==> config.mk <==
export PLATFORM = sky130hd
export DESIGN_NAME = ccff_chain_loader
export DESIGN_NICKNAME = d
export VERILOG_FILES = /design/src/rtl/ccff_loader_pkg.sv /design/src/rtl/ccff_word_serdes.sv /design/src/rtl/ccff_chain_loader.sv
export SDC_FILE = /design/constraint.sdc
export NUM_CORES = 1
export LEC_CHECK = 0
export BUFFER_PORTS_ARGS = -buffer_cell sky130_fd_sc_hd__buf_4
export CORE_MARGIN = 3
export CORE_UTILIZATION = 45
export DETAILED_ROUTE_END_ITERATION = 8
export SKIP_LAST_GASP = 1
export SYNTH_ARGS = -nofsm -noshare
export SYNTH_HDL_FRONTEND = slang
export SYNTH_SLANG_ARGS = --single-unit
==> constraint.sdc <==
create_clock -name prog_clk -period 2.9 [get_ports prog_clk]
set_clock_uncertainty 0.1 [all_clocks]
set_input_delay 0 -clock prog_clk [delete_from_list [all_inputs] [get_ports prog_clk]]
set_output_delay 0 -clock prog_clk [all_outputs]
set_load 0.005 [all_outputs]
==> src/rtl/ccff_loader_pkg.sv <==
// ccff_loader_pkg: shared FSM encoding and sizing helpers for the config-chain loader
package ccff_loader_pkg;

    typedef enum logic [2:0] {IDLE, FETCH, SHIFT, RBACK, DONE} state_t;

    function automatic int clog2(input int v);
        int r;
        r = 0;
        for (int i = 0; i < 31; i++)
            if ((1 << i) < v) r = i + 1;
        return r;
    endfunction

    function automatic int ceil_div(input int a, input int b);
        return (a + b - 1) / b;
    endfunction

endpackage

==> src/rtl/ccff_word_serdes.sv <==
// ccff_word_serdes: serializes one word onto the chain head and deserializes the tail into a readback word
module ccff_word_serdes #(
    parameter int WORD_W = 8,
    parameter int NB_W   = 4
) (
    input  logic              clk,
    input  logic              rst,
    input  logic              load,
    input  logic              shift,
    input  logic [WORD_W-1:0] word,
    input  logic [NB_W-1:0]   nbits,
    input  logic              tail,
    output logic              head,
    output logic [WORD_W-1:0] rd_data,
    output logic              last_bit
);

    logic [WORD_W-1:0] tx_sr;
    logic [WORD_W-1:0] rx_sr;
    logic [NB_W-1:0]   nb;
    logic [NB_W-1:0]   cnt;

    // Load a fresh word, then move it out MSB-first while the old chain bits arrive at the LSB
    always_ff @(posedge clk) begin
        if (rst) begin
            tx_sr <= '0;
            rx_sr <= '0;
            nb    <= '0;
            cnt   <= '0;
        end else if (load) begin
            tx_sr <= word;
            rx_sr <= '0;
            nb    <= nbits;
            cnt   <= '0;
        end else if (shift) begin
            tx_sr <= tx_sr << 1;
            rx_sr <= {rx_sr[WORD_W-2:0], tail};
            cnt   <= cnt + NB_W'(1);
        end
    end

    assign head     = tx_sr[WORD_W-1];
    assign last_bit = cnt == nb - NB_W'(1);
    assign rd_data  = rx_sr << (NB_W'(WORD_W) - nb);

endmodule

==> src/rtl/ccff_chain_loader.sv <==
// ccff_chain_loader: writes a bitstream into the config flip-flop chain while reading back its old contents
module ccff_chain_loader
    import ccff_loader_pkg::*;
#(
    parameter int CHAIN_LEN = 256,
    parameter int WORD_W    = 8
) (
    input  logic              prog_clk,
    input  logic              prog_reset,
    input  logic              start,
    input  logic [WORD_W-1:0] word_data,
    input  logic              word_valid,
    output logic              word_ready,
    output logic [WORD_W-1:0] rd_data,
    output logic              rd_valid,
    input  logic              rd_ready,
    output logic              ccff_head,
    output logic              ccff_clk_en,
    input  logic              ccff_tail,
    output logic              busy,
    output logic              done
);

    localparam int CNT_W = clog2(CHAIN_LEN + 1);
    localparam int NB_W  = clog2(WORD_W + 1);

    state_t            state;
    logic [CNT_W-1:0]  bit_cnt;
    logic [31:0]       rem;
    logic [NB_W-1:0]   nbits;
    logic              head;
    logic              last_bit;
    logic [WORD_W-1:0] rx_word;

    assign rem   = 32'(CHAIN_LEN) - 32'(bit_cnt);
    assign nbits = NB_W'((rem < 32'(WORD_W)) ? rem : 32'(WORD_W));

    // Pass sequencing: fetch a word, shift its bits, hand back readback, repeat until the chain is full
    always_ff @(posedge prog_clk) begin
        if (prog_reset) begin
            state   <= IDLE;
            bit_cnt <= '0;
        end else begin
            case (state)
                IDLE: if (start) begin
                    bit_cnt <= '0;
                    state   <= FETCH;
                end
                FETCH: if (word_valid) state <= SHIFT;
                SHIFT: begin
                    bit_cnt <= bit_cnt + CNT_W'(1);
                    if (last_bit) state <= RBACK;
                end
                RBACK: if (rd_ready) state <= (bit_cnt == CNT_W'(CHAIN_LEN)) ? DONE : FETCH;
                DONE:  state <= IDLE;
                default: state <= IDLE;
            endcase
        end
    end

    ccff_word_serdes #(.WORD_W(WORD_W), .NB_W(NB_W)) u_serdes (
        .clk      (prog_clk),
        .rst      (prog_reset),
        .load     (state == FETCH && word_valid),
        .shift    (state == SHIFT),
        .word     (word_data),
        .nbits    (nbits),
        .tail     (ccff_tail),
        .head     (head),
        .rd_data  (rx_word),
        .last_bit (last_bit)
    );

    assign word_ready  = state == FETCH;
    assign rd_valid    = state == RBACK;
    assign rd_data     = rx_word;
    assign ccff_clk_en = state == SHIFT;
    assign ccff_head   = head && state == SHIFT;
    assign busy        = state != IDLE;
    assign done        = state == DONE;

endmodule

[Word level (Yosys, flattened, before mapping)]
Index checks and enable logic that the tools add are counted.
Cells by class
  $add $sub $neg: 5
  magnitude comparators: 1
  equal/unequal tests: 10
  shift operators: 1
  mux-type cells: 11
  reductions and logical operators: 9
Operator list (count)
  less-than comparator 32 x 4 -> 1 bit, second input constant: 1
  one-hot mux 9 bit (2 select lines): 1
  two-way mux 8 bit: 2
  two-way mux 3 bit: 5
  one-hot mux 3 bit (4 select lines): 1
  subtractor 9 x 9 -> 10 bit, first input constant: 1
  adder 9 x 1 -> 9 bit, second input constant: 1
  equality test 9 bit, second input constant: 1
  two-way mux 9 bit: 1
  << shifter 8 x 4 -> 8 bit: 1
  equality test 3 x 2 -> 1 bit, second input constant: 2
  adder 4 x 1 -> 4 bit, second input constant: 1
  equality test 4 bit: 1
  two-way mux 4 bit: 1
  inequality test 2 x 1 -> 1 bit, second input constant: 2
  inequality test 2 bit, second input constant: 2
  AND reduction 4 bit: 1
  nonzero test 2 bit: 2
  subtractor 4 x 1 -> 4 bit, second input constant: 1
  subtractor 4 bit, first input constant: 1
  equality test 3 x 1 -> 1 bit, second input constant: 1
  equality test 3 bit, second input constant: 1
  logical NOT 3 bit: 1
  nonzero test 3 bit: 1
  3 further kinds: 4
Storage, ports and cells
  bits in registers: 36
  input port bits: 14
  output and inout bits: 14
  logic and storage cells: 43

[Depth between registers and ports, before layout]
Gate-level depths: netlist (run 1).
  depth after elaboration: 4
  gate-level depth with buffers: 9
  depth with buffers taken out: 9

[By module]
From an unflattened synthesis (run 1), not the netlist that was laid out.
Unflattened totals
  cells, all modules: 258
  area, all modules: 2124.5 um^2
By module, submodules not included
  ccff_word_serdes: instances 1, cells an instance 156, area each 1322.5 um^2, seq. area each 480.5 um^2
  ccff_chain_loader: instances 1, cells an instance 102, area each 802.0 um^2, seq. area each 240.2 um^2

[Worst setup path before layout (run 1)]
OpenSTA, ideal clock, no wires.
  kind: register to register
  start: register u_serdes.nb[0]
  end: register state[1]
  setup time: 0.115 ns
  arrival: 1.603 ns
  required time: 2.685 ns
  setup slack: 1.081 ns
  stages on the path, launching flop included: 8
  buffers on the path: 1
  clock period less this slack: 1.819 ns
  cell sequence: dfxtp_1 > inv_1 > ha_1 > buf_2 > xnor2_1 > nor4_1 > a21oi_1 > o21ba_2
Between the ends
  cells in the longest elaborated chain, start to end: 4
Ends and longest elaborated chain
  from (decl): line ccff_word_serdes.sv:20  | logic [NB_W-1:0] nb;
  from (signal assigned): line ccff_word_serdes.sv:33  | nb <= nbits;
  subtractor 4 x 1 -> 4 bit: line ccff_word_serdes.sv:43  | assign last_bit = cnt == nb - NB_W'(1);
  equality test 4 bit: line ccff_word_serdes.sv:43
  inequality test 2 x 1 -> 1 bit (no line)
  AND reduction 4 bit (no line)
  to (signal assigned): line ccff_chain_loader.sv:54  | RBACK: if (rd_ready) state <= (bit_cnt == CNT_W'(CHAIN_LEN)) ? DONE : FETCH;
  to (decl): line ccff_chain_loader.sv:27  | state_t state;
No other way between the ends.
A chain may end at the register's enable or synchronous reset.

[Worst setup path after layout (run 1)]
  start: register state[0]
  end: register u_serdes.tx_sr[0]
Between the ends
  cells in the longest elaborated chain, start to end: 3
  elaborated cells on any way between the ends: 5
  those cells by class: 2 x eq/ne; 1 x mux; 2 x reduce/logical
Ends and longest elaborated chain
  equality test 3 x 1 -> 1 bit: line ccff_chain_loader.sv:64  | .load (state == FETCH && word_valid),
  logical AND 1 bit: line ccff_chain_loader.sv:64
  two-way mux 8 bit / nonzero test 2 bit (equally long branches)
  to (signal assigned): line ccff_word_serdes.sv:31  | tx_sr <= word;
  to (signal assigned): line ccff_word_serdes.sv:36  | tx_sr <= tx_sr << 1;
  to (decl): line ccff_word_serdes.sv:18  | logic [WORD_W-1:0] tx_sr;
Parallel ways exist; a longest one is shown, timed or not.

==> results of run 1 <==
[through the flow]
step	std cells	utilization, %	cell area [um2]
final	336	59.4	2500
after global routing	336	59.4	2500
after CTS	336	59.4	2500
after detailed placement	315	53.8	2260
after global placement	315	53.8	2260
after floorplan	251	-	2050
[cells in the mapped netlist, drive strengths merged, types with 2 or more instances]
master / n
nand2: 53
nor3: 7
and2: 2
nand4: 8
o21ai: 2
and3: 2
nor4: 4
nand3: 5
a311oi: 8
a21oi: 28
ha: 5
xnor2: 6
nor2: 17
nand2b: 3
inv: 8
mux2i: 5
nor4b: 2
buf: 6
dfxtp: 36
mux2: 3
xor2: 4
nor2b: 2
clkbuf: 10
o311ai: 2
mux4: 4
[final timing paths]
kind	start	to	slack (ns)	cells after the start
worst max-delay path	state[0]	u_serdes.tx_sr[0]	0.28	6
worst min-delay path	start	state[1]	0.08	4
worst max register to register	state[0]	u_serdes.tx_sr[0]	0.28	6
worst min register to register	u_serdes.rx_sr[7]	u_serdes.rx_sr[7]	0.36	2
[registers in the layout (all words and copies together), names as in the netlist]
register,count
state,3
u_serdes.cnt,4
u_serdes.tx_sr,8
bit_cnt,9
u_serdes.nb,4
u_serdes.rx_sr,8
[report_power, final]
group	switching (W)	internal [W]	leakage [nW]
sequential	0.0000695	0.000553	0.292
clock	0.000175	0.000212	0.0503
combinational	0.000280	0.000205	0.550
total	0.000524	0.000970	0.892
[kinds of logic after synthesis]
logic type	after synthesis	synth area share, %
AO/OA/AOI/OAI	47	14.5
XOR/XNOR	12	6.54
adder cells (fa/ha/maj)	5	3.05
buffers and inverters	25	5.44
flip-flops	36	35.2
multiplexers	12	8.49
AND/OR/NAND/NOR	114	26.8
[worst max-delay path, stage by stage, from the launching register on]
cell and delay [ns]:
dfxtp_1 0.53, inv_1 0.15, nor3_1 0.42, nand3_1 0.12
dlygate4sd3_1 0.58, a21oi_1 0.12, dlygate4sd3_1 0.55
[final cells by class]
cell class              instances  area, um2  area share (%)
multi-input cells             190       1220            48.7
flip-flops and latches         36        721            28.9
repair buffers                 44        365            14.6
clock buffers                   7       96.3            3.86
well taps                      50       62.6            2.51
inverters                       9       35.0            1.40
[metal layers]
layer	vias up	GRT usage (%)	wire, um
li1	956	-	-
met1	869	26.1	2290
met2	30	29.8	2120
met3	4	3.42	163
met4	0	6.44	57
met5	-	0	0
==> impl_metrics.prom, run 1 <==
# TYPE chip_impl_metric gauge
chip_impl_info{name="result_of_the_run",value="completed"} 1
chip_impl_info{name="mostFrequentLayoutCell",value="nand2_1"} 1
chip_impl_metric{name="max_freq",unit="GHz"} 0.382
chip_impl_metric{name="timing_hold_violations_final",unit=""} 0
chip_impl_metric{name="yosysSeqAreaShare",unit="%"} 35.2
chip_impl_metric{name="hpwlAfterDp",unit="um"} 3090
chip_impl_metric{name="vias_per_cell",unit=""} 5.53
chip_impl_metric{name="remaining_drc_errors",unit=""} 0
chip_impl_info{name="tritoncts_clock_tree",value="built"} 1
chip_impl_metric{name="synth-edff-count",unit=""} 0
chip_impl_metric{name="post_cts_setup_bufs",unit=""} 0
chip_impl_metric{name="final.period_utilization",unit="%"} 90.2
chip_impl_metric{name="global_route_wire_length_before_repair",unit="um"} 8180
chip_impl_metric{name="report.power.total",unit="W"} 0.00149
chip_impl_metric{name="post_drt_wl_per_cell",unit="um"} 13.8
chip_impl_metric{name="finish.net_count",unit=""} 305
chip_impl_metric{name="p_leak",unit="nW"} 0.892
chip_impl_metric{name="final_layout_size_suffix_gt1_share",unit="%"} 16.8
chip_impl_metric{name="gr-usage-all-layers",unit="%"} 19.0
chip_impl_metric{name="io-pin-count",unit=""} 28
chip_impl_info{name="timing.hold.worst.class",value="primary input to flop"} 1
chip_impl_metric{name="htree_levels",unit=""} 2
chip_impl_metric{name="first_iteration_detailed_routing_drc_count",unit=""} 87
chip_impl_metric{name="worst-path-max-fanout",unit=""} 10
chip_impl_metric{name="gp_congestion",unit=""} 0.822
chip_impl_metric{name="fp-row-count",unit=""} 23
chip_impl_metric{name="report.final.setup_viol",unit=""} 0
chip_impl_metric{name="synth_area",unit="mm2"} 0.00205
chip_impl_metric{name="netlist-cell-type-count",unit=""} 46
chip_impl_metric{name="peakVddDrop",unit="V"} 0.000328
chip_impl_metric{name="number_of_antenna_violations_at_the_first_check_in_global_routing",unit=""} 0
chip_impl_metric{name="area.growth.synth_to_final",unit="%"} 21.9
chip_impl_metric{name="tightest_slew",unit="ns"} 0.680
chip_impl_info{name="synth_top_flop_cell",value="dfxtp_1"} 1
chip_impl_metric{name="num_antenna_cells",unit=""} 0
chip_impl_info{name="worst_setup_path_start_kind",value="flop"} 1
chip_impl_metric{name="detail_route.wirelength",unit="um"} 4630
chip_impl_info{name="cts-root-buf",value="clkbuf_8"} 1
chip_impl_info{name="crit_path_end_kind",value="flop"} 1
chip_impl_metric{name="die_area",unit="mm2"} 0.00540
chip_impl_metric{name="grt_start_max_net_pins",unit=""} 29
chip_impl_metric{name="core_region_area",unit="mm2"} 0.00420
chip_impl_metric{name="detail-route-antenna-nets",unit=""} 0
chip_impl_metric{name="via_count_of_the_first_global_routing_pass",unit=""} 1772
chip_impl_metric{name="fill_cells",unit=""} 402
chip_impl_metric{name="cts_made_buffers",unit=""} 5
chip_impl_metric{name="ys_warn_count",unit=""} 0
chip_impl_metric{name="synth_async_sr_flop_share",unit="%"} 0
chip_impl_metric{name="gr-total-overflow",unit=""} 0
chip_impl_metric{name="clock_sinks",unit=""} 36
chip_impl_info{name="yosysTopAreaCell",value="dfxtp_1"} 1
chip_impl_metric{name="cts.hold.buffers_added",unit=""} 14
chip_impl_metric{name="period_minus_slack",unit="ns"} 2.62
chip_impl_metric{name="max_capacitance_violation_total",unit=""} 0
chip_impl_info{name="yosys-top-cells-area",value="dfxtp_1, nand2_1, a21oi_1"} 1
chip_impl_metric{name="cp.required",unit="ns"} 3.03
chip_impl_metric{name="clock_insertion_delay_worst_skew",unit="ns"} 0.28
chip_impl_metric{name="final.setup.worst_slack",unit="ns"} 0.284
chip_impl_metric{name="powerDensity",unit="mW/mm2"} 599
chip_impl_metric{name="slew_headroom",unit="%"} 54.0
chip_impl_metric{name="die_w",unit="um"} 73.5
chip_impl_info{name="crit_type",value="flop to flop"} 1
chip_impl_metric{name="cts_max_path_buffers",unit=""} 2
chip_impl_metric{name="syn_nets",unit=""} 270
chip_impl_metric{name="place_worst_setup_slack",unit="ns"} 0.547
chip_impl_metric{name="postSynthCellCount",unit=""} 251
chip_impl_metric{name="floorplan.die.height",unit="um"} 73.5
chip_impl_info{name="rsz0062_at_grt",value="false"} 1
chip_impl_metric{name="syn-mean-instance-area",unit="um2"} 8.16
chip_impl_metric{name="synth-seq-cells",unit=""} 36
chip_impl_metric{name="floorplan.initialDensity",unit="%"} 48.7
chip_impl_info{name="layout.cells.most_common_list",value="nand2_1, dfxtp_1, buf_4"} 1
chip_impl_metric{name="data_arrival_time_of_the_critical_path",unit="ns"} 2.74
chip_impl_metric{name="drt-pass1-iter-count",unit=""} 4
chip_impl_metric{name="num_vias",unit=""} 1859
chip_impl_metric{name="synth.top_cell.area_share",unit="%"} 35.2
chip_impl_metric{name="final.hold.worst_slack",unit="ns"} 0.0811
chip_impl_metric{name="cts.repair.resized",unit=""} 0
chip_impl_metric{name="setup_tns",unit="ns"} 0
chip_impl_metric{name="timing_max_transition_violations_final",unit=""} 0
chip_impl_metric{name="clk_pin_slew",unit="ns"} 0.07
chip_impl_metric{name="io_buffers",unit=""} 27
Power figures use the tool's default switching activity.
==> inputs of run 2 (changes only) <==
- PLACE_DENSITY_LB_ADDON: default -> 0.2
==> run 2 against run 1 <==
First-iteration DRC count is 16% higher. Register-to-register slack hardly changed. Design area is 2.3% higher. Die area stayed put. Combinational power is 9.3% higher. Non-clock buffer count is 6 higher. Total power is 2.5% higher. Clock power is 1% lower. Via count is 0.27% higher. Worst setup slack worse by 0.0079 ns.
==> impl_metrics.prom, run 2 (synthesis gave the netlist of run 1 again) <==
# TYPE chip_impl_metric gauge
chip_impl_info{name="result_of_the_run",value="completed"} 1
chip_impl_metric{name="htree_levels",unit=""} 2
chip_impl_info{name="tritoncts_clock_tree",value="built"} 1
chip_impl_metric{name="final.period_utilization",unit="%"} 90.5
chip_impl_metric{name="clock_sinks",unit=""} 36
chip_impl_metric{name="timing_max_transition_violations_final",unit=""} 0
chip_impl_info{name="crit_path_end_kind",value="flop"} 1
chip_impl_metric{name="max_freq",unit="GHz"} 0.381
chip_impl_metric{name="gr-usage-all-layers",unit="%"} 18.8
chip_impl_metric{name="final.setup.worst_slack",unit="ns"} 0.276
chip_impl_metric{name="timing_hold_violations_final",unit=""} 0
chip_impl_metric{name="internal_pwr_total",unit="W"} 0.000999
chip_impl_info{name="critPathSlowestCell",value="dlygate4sd3_1"} 1
chip_impl_metric{name="num_antenna_cells",unit=""} 0
chip_impl_metric{name="finish.net_count",unit=""} 311
chip_impl_metric{name="grt_start_max_net_pins",unit=""} 29
chip_impl_metric{name="gr-total-overflow",unit=""} 0
chip_impl_metric{name="tightest_slew",unit="ns"} 0.621
chip_impl_metric{name="remaining_drc_errors",unit=""} 0
chip_impl_metric{name="p_leak",unit="nW"} 0.930
chip_impl_metric{name="detail_route.wirelength",unit="um"} 4770
chip_impl_metric{name="gp_congestion",unit=""} 0.850
chip_impl_info{name="crit_type",value="flop to flop"} 1
chip_impl_info{name="largest_register",value="bit_cnt"} 1
chip_impl_metric{name="io-pin-count",unit=""} 28
chip_impl_metric{name="detail-route-antenna-nets",unit=""} 0
chip_impl_metric{name="hpwlAfterDp",unit="um"} 3260
chip_impl_metric{name="fp-row-count",unit=""} 23
chip_impl_metric{name="clock_insertion_delay_worst_skew",unit="ns"} 0.29
chip_impl_info{name="mostFrequentLayoutCell",value="nand2_1"} 1
chip_impl_metric{name="final_core_density",unit="%"} 60.8
chip_impl_metric{name="period_minus_slack",unit="ns"} 2.62
chip_impl_metric{name="cp.required",unit="ns"} 3.04
chip_impl_metric{name="slowest_delay",unit="ns"} 0.61
chip_impl_metric{name="global_route_wire_length_before_repair",unit="um"} 7980
chip_impl_metric{name="switching_power_share_of_the_total",unit="%"} 34.8
chip_impl_metric{name="vias_per_cell",unit=""} 5.45
chip_impl_metric{name="first_iteration_detailed_routing_drc_count",unit=""} 101
chip_impl_info{name="worst_setup_path_start_kind",value="flop"} 1
chip_impl_metric{name="cts_max_path_buffers",unit=""} 2
chip_impl_info{name="cts-root-buf",value="clkbuf_8"} 1
chip_impl_metric{name="setup_tns",unit="ns"} 0
chip_impl_metric{name="seq_power_share",unit="%"} 40.4
chip_impl_metric{name="via_count_of_the_first_global_routing_pass",unit=""} 1744
chip_impl_metric{name="area.growth.synth_to_final",unit="%"} 24.7
chip_impl_info{name="layout.cells.most_common_list",value="nand2_1, dfxtp_1, buf_4"} 1
chip_impl_metric{name="floorplan.die.height",unit="um"} 73.5
chip_impl_metric{name="powerDensity",unit="mW/mm2"} 600
chip_impl_metric{name="num_vias",unit=""} 1864
chip_impl_metric{name="post_drt_wl_per_cell",unit="um"} 13.9
chip_impl_metric{name="number_of_antenna_violations_at_the_first_check_in_global_routing",unit=""} 0
chip_impl_info{name="timing.hold.worst.class",value="primary input to flop"} 1
chip_impl_metric{name="final_layout_size_suffix_gt1_share",unit="%"} 16.8
chip_impl_metric{name="floorplan.initialDensity",unit="%"} 48.7
chip_impl_metric{name="report.final.setup_viol",unit=""} 0
chip_impl_metric{name="drt-pass1-iter-count",unit=""} 4
chip_impl_metric{name="largest_reg_flops",unit=""} 9
chip_impl_metric{name="place_worst_setup_slack",unit="ns"} 0.805
chip_impl_metric{name="die_area",unit="mm2"} 0.00540
chip_impl_info{name="largest_registers",value="bit_cnt x9, u_serdes.rx_sr x8, u_serdes.tx_sr x8"} 1
chip_impl_metric{name="combinationalPowerShare",unit="%"} 34.5
chip_impl_metric{name="power.switching",unit="W"} 0.000533
chip_impl_metric{name="peakVddDrop",unit="V"} 0.000316
chip_impl_info{name="rsz0062_at_grt",value="false"} 1
chip_impl_info{name="critical_path.cell_chain",value="inv_1, nor3_1, nand3_1, dlygate4sd3_1, a21oi_1, dlygate4sd3_1"} 1
chip_impl_metric{name="data_arrival_time_of_the_critical_path",unit="ns"} 2.76
chip_impl_metric{name="io_buffers",unit=""} 27
chip_impl_metric{name="clk_pin_slew",unit="ns"} 0.07
chip_impl_info{name="path_common_cell",value="dlygate4sd3_1"} 1
chip_impl_metric{name="core_region_area",unit="mm2"} 0.00420
chip_impl_metric{name="slew_headroom",unit="%"} 58.1
chip_impl_metric{name="pwr-share-clk",unit="%"} 25.0
chip_impl_metric{name="die_w",unit="um"} 73.5
chip_impl_metric{name="worst-path-max-fanout",unit=""} 10
chip_impl_metric{name="max_capacitance_violation_total",unit=""} 0
chip_impl_metric{name="cts_made_buffers",unit=""} 5
run 2: critical path: cells and delay by family, from the launching register on:
family | cells | cell delay (ns)
and+or+nand+nor | 2 | 0.55
DFF | 1 | 0.50
buffers and inverters | 3 | 1.30
AOI/OAI and AO/OA | 1 | 0.12
run 2: through the flow:
step | cell area, um2 | total power (W) | cells | hold slack, ns
6_report | 2550 | 0.00153 | 342 | 0.110
5_1_grt | 2550 | 0.00162 | 342 | 0.108
4_1_cts | 2550 | 0.00154 | 342 | 0.0920
3_5_place_dp | 2270 | 0.00111 | 316 | 0.158
3_3_place_gp | 2270 | 0.00110 | 316 | 0.150
2_1_floorplan | 2050 | 0.000977 | 251 | 0.0360
run 2: path summary, 6_finish.rpt:
| kind | slack [ns] | depth (start not counted) | end | from |
|---|---|---|---|---|
| min reg2reg | 0.35 | 2 | u_serdes.rx_sr[7] | u_serdes.rx_sr[7] |
| max reg2reg | 0.28 | 6 | u_serdes.tx_sr[0] | state[0] |
| min | 0.11 | 4 | state[1] | start |
| max | 0.28 | 6 | u_serdes.tx_sr[0] | state[0] |
run 2: what timing repair did:
item,CTS,global route
hold buffers,19,0
buffers inserted,0,0
resized for setup,0,0
hold endpoints to repair,20,0
run 2: cell type report:
| class | count | area (um2) |
|---|---|---|
| Timing Repair Buffer | 50 | 423 |
| Inverter | 9 | 35.0 |
| Clock buffer | 7 | 96.3 |
| Fill cell | 384 | 1650 |
| Sequential cell | 36 | 721 |
| Multi-Input combinational cell | 190 | 1220 |
| Tap cell | 50 | 62.6 |
run 2: power by group through the flow:
| stage | registers (W) | clock network (W) | logic [W] |
|---|---|---|---|
| CTS | 0.000618 | 0.000394 | 0.000526 |
| detailed placement | 0.000630 | 0 | 0.000479 |
| global placement | 0.000627 | 0 | 0.000474 |
| floorplan | 0.000602 | 0 | 0.000375 |
| finish | 0.000619 | 0.000383 | 0.000529 |
| global route | 0.000629 | 0.000413 | 0.000583 |
run 2: metal layers:
layer	part of all wire (%)	global-route usage (%)
met1	48	23.0
met2	45	30.9
met3	3.9	5.75
met4	2.5	7.24
met5	0	0
==> inputs of run 3 (changes only) <==
- SLEW_MARGIN: default -> 5
- SYNTH_HIERARCHICAL: default -> 1
==> run 3 against run 2 <==
Critical endpoint is now rd_data[7]. First-iteration DRC count increased by 11%. Global-route usage decreased by 0.85 points. Routed wire length down 4.3%. Via count grew 4.6%. Flip-flop and latch count unchanged. Utilization down 0.36 points. Synthesized area grew 3.7%.
==> impl_metrics.prom, run 3 <==
# TYPE chip_impl_metric gauge
chip_impl_metric{name="reg2reg_depth",unit=""} 10
chip_impl_info{name="yosys-top-cells-area",value="dfxtp_1, mux2i_1, nor2_1"} 1
chip_impl_metric{name="final_core_density",unit="%"} 60.4
chip_impl_metric{name="gr-usage-all-layers",unit="%"} 18.0
chip_impl_metric{name="grt_start_max_net_pins",unit=""} 27
chip_impl_metric{name="clk_pin_slew",unit="ns"} 0.07
chip_impl_info{name="synth_top_flop_cell",value="dfxtp_1"} 1
chip_impl_info{name="worst_setup_path_start_kind",value="flop"} 1
chip_impl_metric{name="die_area",unit="mm2"} 0.00558
chip_impl_metric{name="gr-total-overflow",unit=""} 0
chip_impl_metric{name="num_vias",unit=""} 1950
chip_impl_metric{name="die_w",unit="um"} 74.7
chip_impl_info{name="cts-root-buf",value="clkbuf_8"} 1
chip_impl_metric{name="max_freq",unit="GHz"} 0.386
chip_impl_metric{name="data_arrival_time_of_the_critical_path",unit="ns"} 2.49
chip_impl_metric{name="number_of_antenna_violations_at_the_first_check_in_global_routing",unit=""} 0
chip_impl_metric{name="syn_nets",unit=""} 277
chip_impl_metric{name="clock_sinks",unit=""} 36
chip_impl_metric{name="drt-pass1-iter-count",unit=""} 4
chip_impl_info{name="yosys.cell_count.top_type",value="nor2_1"} 1
chip_impl_metric{name="post_dp_cell_area",unit="mm2"} 0.00235
chip_impl_info{name="synth_top_family_by_area",value="simple AND/OR/NAND/NOR gates"} 1
chip_impl_metric{name="clock_insertion_delay_worst_skew",unit="ns"} 0.28
chip_impl_metric{name="synth_async_sr_flop_share",unit="%"} 0
chip_impl_metric{name="worst-path-max-fanout",unit=""} 17
chip_impl_metric{name="post_cts_setup_bufs",unit=""} 0
chip_impl_metric{name="syn-mean-instance-area",unit="um2"} 8.23
chip_impl_metric{name="tightest_slew",unit="ns"} 0.520
chip_impl_metric{name="area.growth.synth_to_final",unit="%"} 26.4
chip_impl_metric{name="p_leak",unit="nW"} 1.02
chip_impl_metric{name="final_cell_area",unit="mm2"} 0.00269
chip_impl_metric{name="synth_area",unit="mm2"} 0.00212
chip_impl_metric{name="global_route_wire_length_before_repair",unit="um"} 7980
chip_impl_metric{name="ys_warn_count",unit=""} 6
chip_impl_metric{name="final.setup.worst_slack",unit="ns"} 0.307
chip_impl_metric{name="synth-seq-cells",unit=""} 36
chip_impl_info{name="largest_registers",value="bit_cnt x9, u_serdes/rx_sr x8, u_serdes/tx_sr x8"} 1
chip_impl_metric{name="post_drt_wl_per_cell",unit="um"} 13.0
chip_impl_metric{name="setup_tns",unit="ns"} 0
chip_impl_metric{name="netlist-cell-type-count",unit=""} 47
chip_impl_metric{name="num_antenna_cells",unit=""} 0
chip_impl_metric{name="core_region_area",unit="mm2"} 0.00444
chip_impl_metric{name="detail_route.wirelength",unit="um"} 4560
chip_impl_info{name="tritoncts_clock_tree",value="built"} 1
chip_impl_metric{name="synth.top_cell.area_share",unit="%"} 33.9
chip_impl_metric{name="peakVddDrop",unit="V"} 0.000280
chip_impl_metric{name="first_iteration_detailed_routing_drc_count",unit=""} 112
chip_impl_metric{name="place_worst_setup_slack",unit="ns"} 0.286
chip_impl_info{name="crit_path_end_kind",value="primary output"} 1
chip_impl_metric{name="fp-row-count",unit=""} 24
chip_impl_metric{name="htree_levels",unit=""} 2
chip_impl_metric{name="cts_max_path_buffers",unit=""} 2
chip_impl_metric{name="post_synthesis_simple_gate_area_fraction",unit="%"} 26.0
chip_impl_metric{name="final_layout_size_suffix_gt1_share",unit="%"} 16.7
chip_impl_info{name="yosysTopAreaCell",value="dfxtp_1"} 1
chip_impl_metric{name="report.final.setup_viol",unit=""} 0
chip_impl_metric{name="hpwlAfterDp",unit="um"} 3020
chip_impl_metric{name="io-pin-count",unit=""} 28
chip_impl_metric{name="cts_made_buffers",unit=""} 5
chip_impl_metric{name="postSynthCellCount",unit=""} 258
chip_impl_metric{name="synth-edff-count",unit=""} 0
chip_impl_metric{name="floorplan.initialDensity",unit="%"} 47.8
chip_impl_metric{name="timing_hold_violations_final",unit=""} 0
chip_impl_metric{name="synth_mux_area_share",unit="%"} 14.4
chip_impl_metric{name="vias_per_cell",unit=""} 5.54
chip_impl_metric{name="worst_hold_path.num_cells",unit=""} 4
chip_impl_metric{name="remaining_drc_errors",unit=""} 0
chip_impl_metric{name="slew_headroom",unit="%"} 65.3
chip_impl_metric{name="final.period_utilization",unit="%"} 89.4
chip_impl_info{name="rsz0062_at_grt",value="false"} 1
chip_impl_info{name="result_of_the_run",value="completed"} 1
chip_impl_metric{name="synth-compound-area-share",unit="%"} 12.2
chip_impl_metric{name="synth_xor_xnor_area_share",unit="%"} 5.71
chip_impl_info{name="layout.cells.most_common_list",value="nor2_1, dfxtp_1, buf_4"} 1
chip_impl_metric{name="largest_reg_flops",unit=""} 9
chip_impl_metric{name="period_minus_slack",unit="ns"} 2.59
chip_impl_metric{name="max_capacitance_violation_total",unit=""} 0
chip_impl_info{name="timing.hold.worst.class",value="primary input to flop"} 1
chip_impl_metric{name="yosysSeqAreaShare",unit="%"} 33.9
chip_impl_info{name="largest_register",value="bit_cnt"} 1
chip_impl_metric{name="powerDensity",unit="mW/mm2"} 419
chip_impl_metric{name="io_buffers",unit=""} 27
chip_impl_metric{name="floorplan.die.height",unit="um"} 74.7
chip_impl_metric{name="finish.net_count",unit=""} 318
chip_impl_metric{name="timing_max_transition_violations_final",unit=""} 0
chip_impl_info{name="synth_commonest_cells",value="nor2_1, dfxtp_1, mux2i_1, nand2_1, a21oi_1"} 1
chip_impl_metric{name="detail-route-antenna-nets",unit=""} 0
chip_impl_info{name="mostFrequentLayoutCell",value="nor2_1"} 1
chip_impl_metric{name="cp.required",unit="ns"} 2.80
chip_impl_metric{name="via_count_of_the_first_global_routing_pass",unit=""} 1805
chip_impl_metric{name="gp_congestion",unit=""} 0.893
chip_impl_metric{name="yosys.area_share.adder",unit="%"} 2.94
chip_impl_info{name="crit_type",value="flop to primary output"} 1
run 3: cell types whose count changed after synthesis, sizes merged, moves of 4 or more:
| cell | before | now |
|---|---|---|
| nand2 | 53 | 16 |
| nor2 | 17 | 43 |
| mux2i | 5 | 25 |
| a21oi | 28 | 14 |
| a311oi | 8 | 0 |
| buf | 6 | 10 |
| mux4 | 4 | 0 |
| nand4 | 8 | 4 |
| nor3 | 7 | 11 |
| o21ai | 2 | 6 |
run 3: cell type report:
type | count | area (um2)
clock buffer | 7 | 96.3
clock inverter | 1 | 30.0
fill | 407 | 1760
inverter | 7 | 26.3
multi-input combinational | 198 | 1310
sequential | 36 | 721
tap | 52 | 65.1
timing repair buffer | 51 | 433
run 3: what timing repair did:
| action | in CTS | in global routing |
|---|---|---|
| endpoints found under the hold margin | 23 | 0 |
| hold buffers | 20 | 0 |
| gates resized for setup | 0 | 1 |
| setup endpoints to repair | 0 | 1 |
run 3: logic make-up after synthesis:
logic type | Yosys count
XOR/XNOR | 13
multiplexers | 30
AND/OR/NAND/NOR | 111
buffers and inverters | 24
adder cells (fa/ha/maj) | 5
AO/OA/AOI/OAI | 39
flip-flops | 36
run 3: layer usage:
metal	up-vias	global-route usage, %	routed length (um)
met5	-	0	0
met1	904	24.3	2250
li1	997	-	-
met2	44	28.6	2070
met4	0	5.73	40
met3	5	4.14	202
run 3: final timing paths:
kind         slack (ns)              start           endpoint
min                0.04         word_valid           state[0]
max                0.31     u_serdes/nb[0]         rd_data[7]
max reg2reg        0.36         bit_cnt[0]     u_serdes/nb[3]
min reg2reg        0.39  u_serdes/rx_sr[7]  u_serdes/rx_sr[7]
run 3: report_power, final:
group	internal (W)	switching [W]
registers	0.000504	0.0000134
clock network	0.000303	0.000178
logic	0.0000644	0.0000615
total	0.000872	0.000253
run 3: per-stage QoR:
stage	instances	hold slack [ns]	total power, W
detailed placement	324	0.135	0.000634
CTS	352	0.0234	0.00114
finish	352	0.0397	0.00112
floorplan	258	-0.0276	0.000596
global placement	324	0.130	0.000634
global route	352	0.0381	0.00117
run 3: worst max-delay path, stage by stage (launching register included):
cell and delay (ns):
dfxtp_1 0.53, inv_1 0.15, ha_1 0.65, mux2_2 0.42, o21ai_0 0.22, a21oi_1 0.10, buf_4 0.14
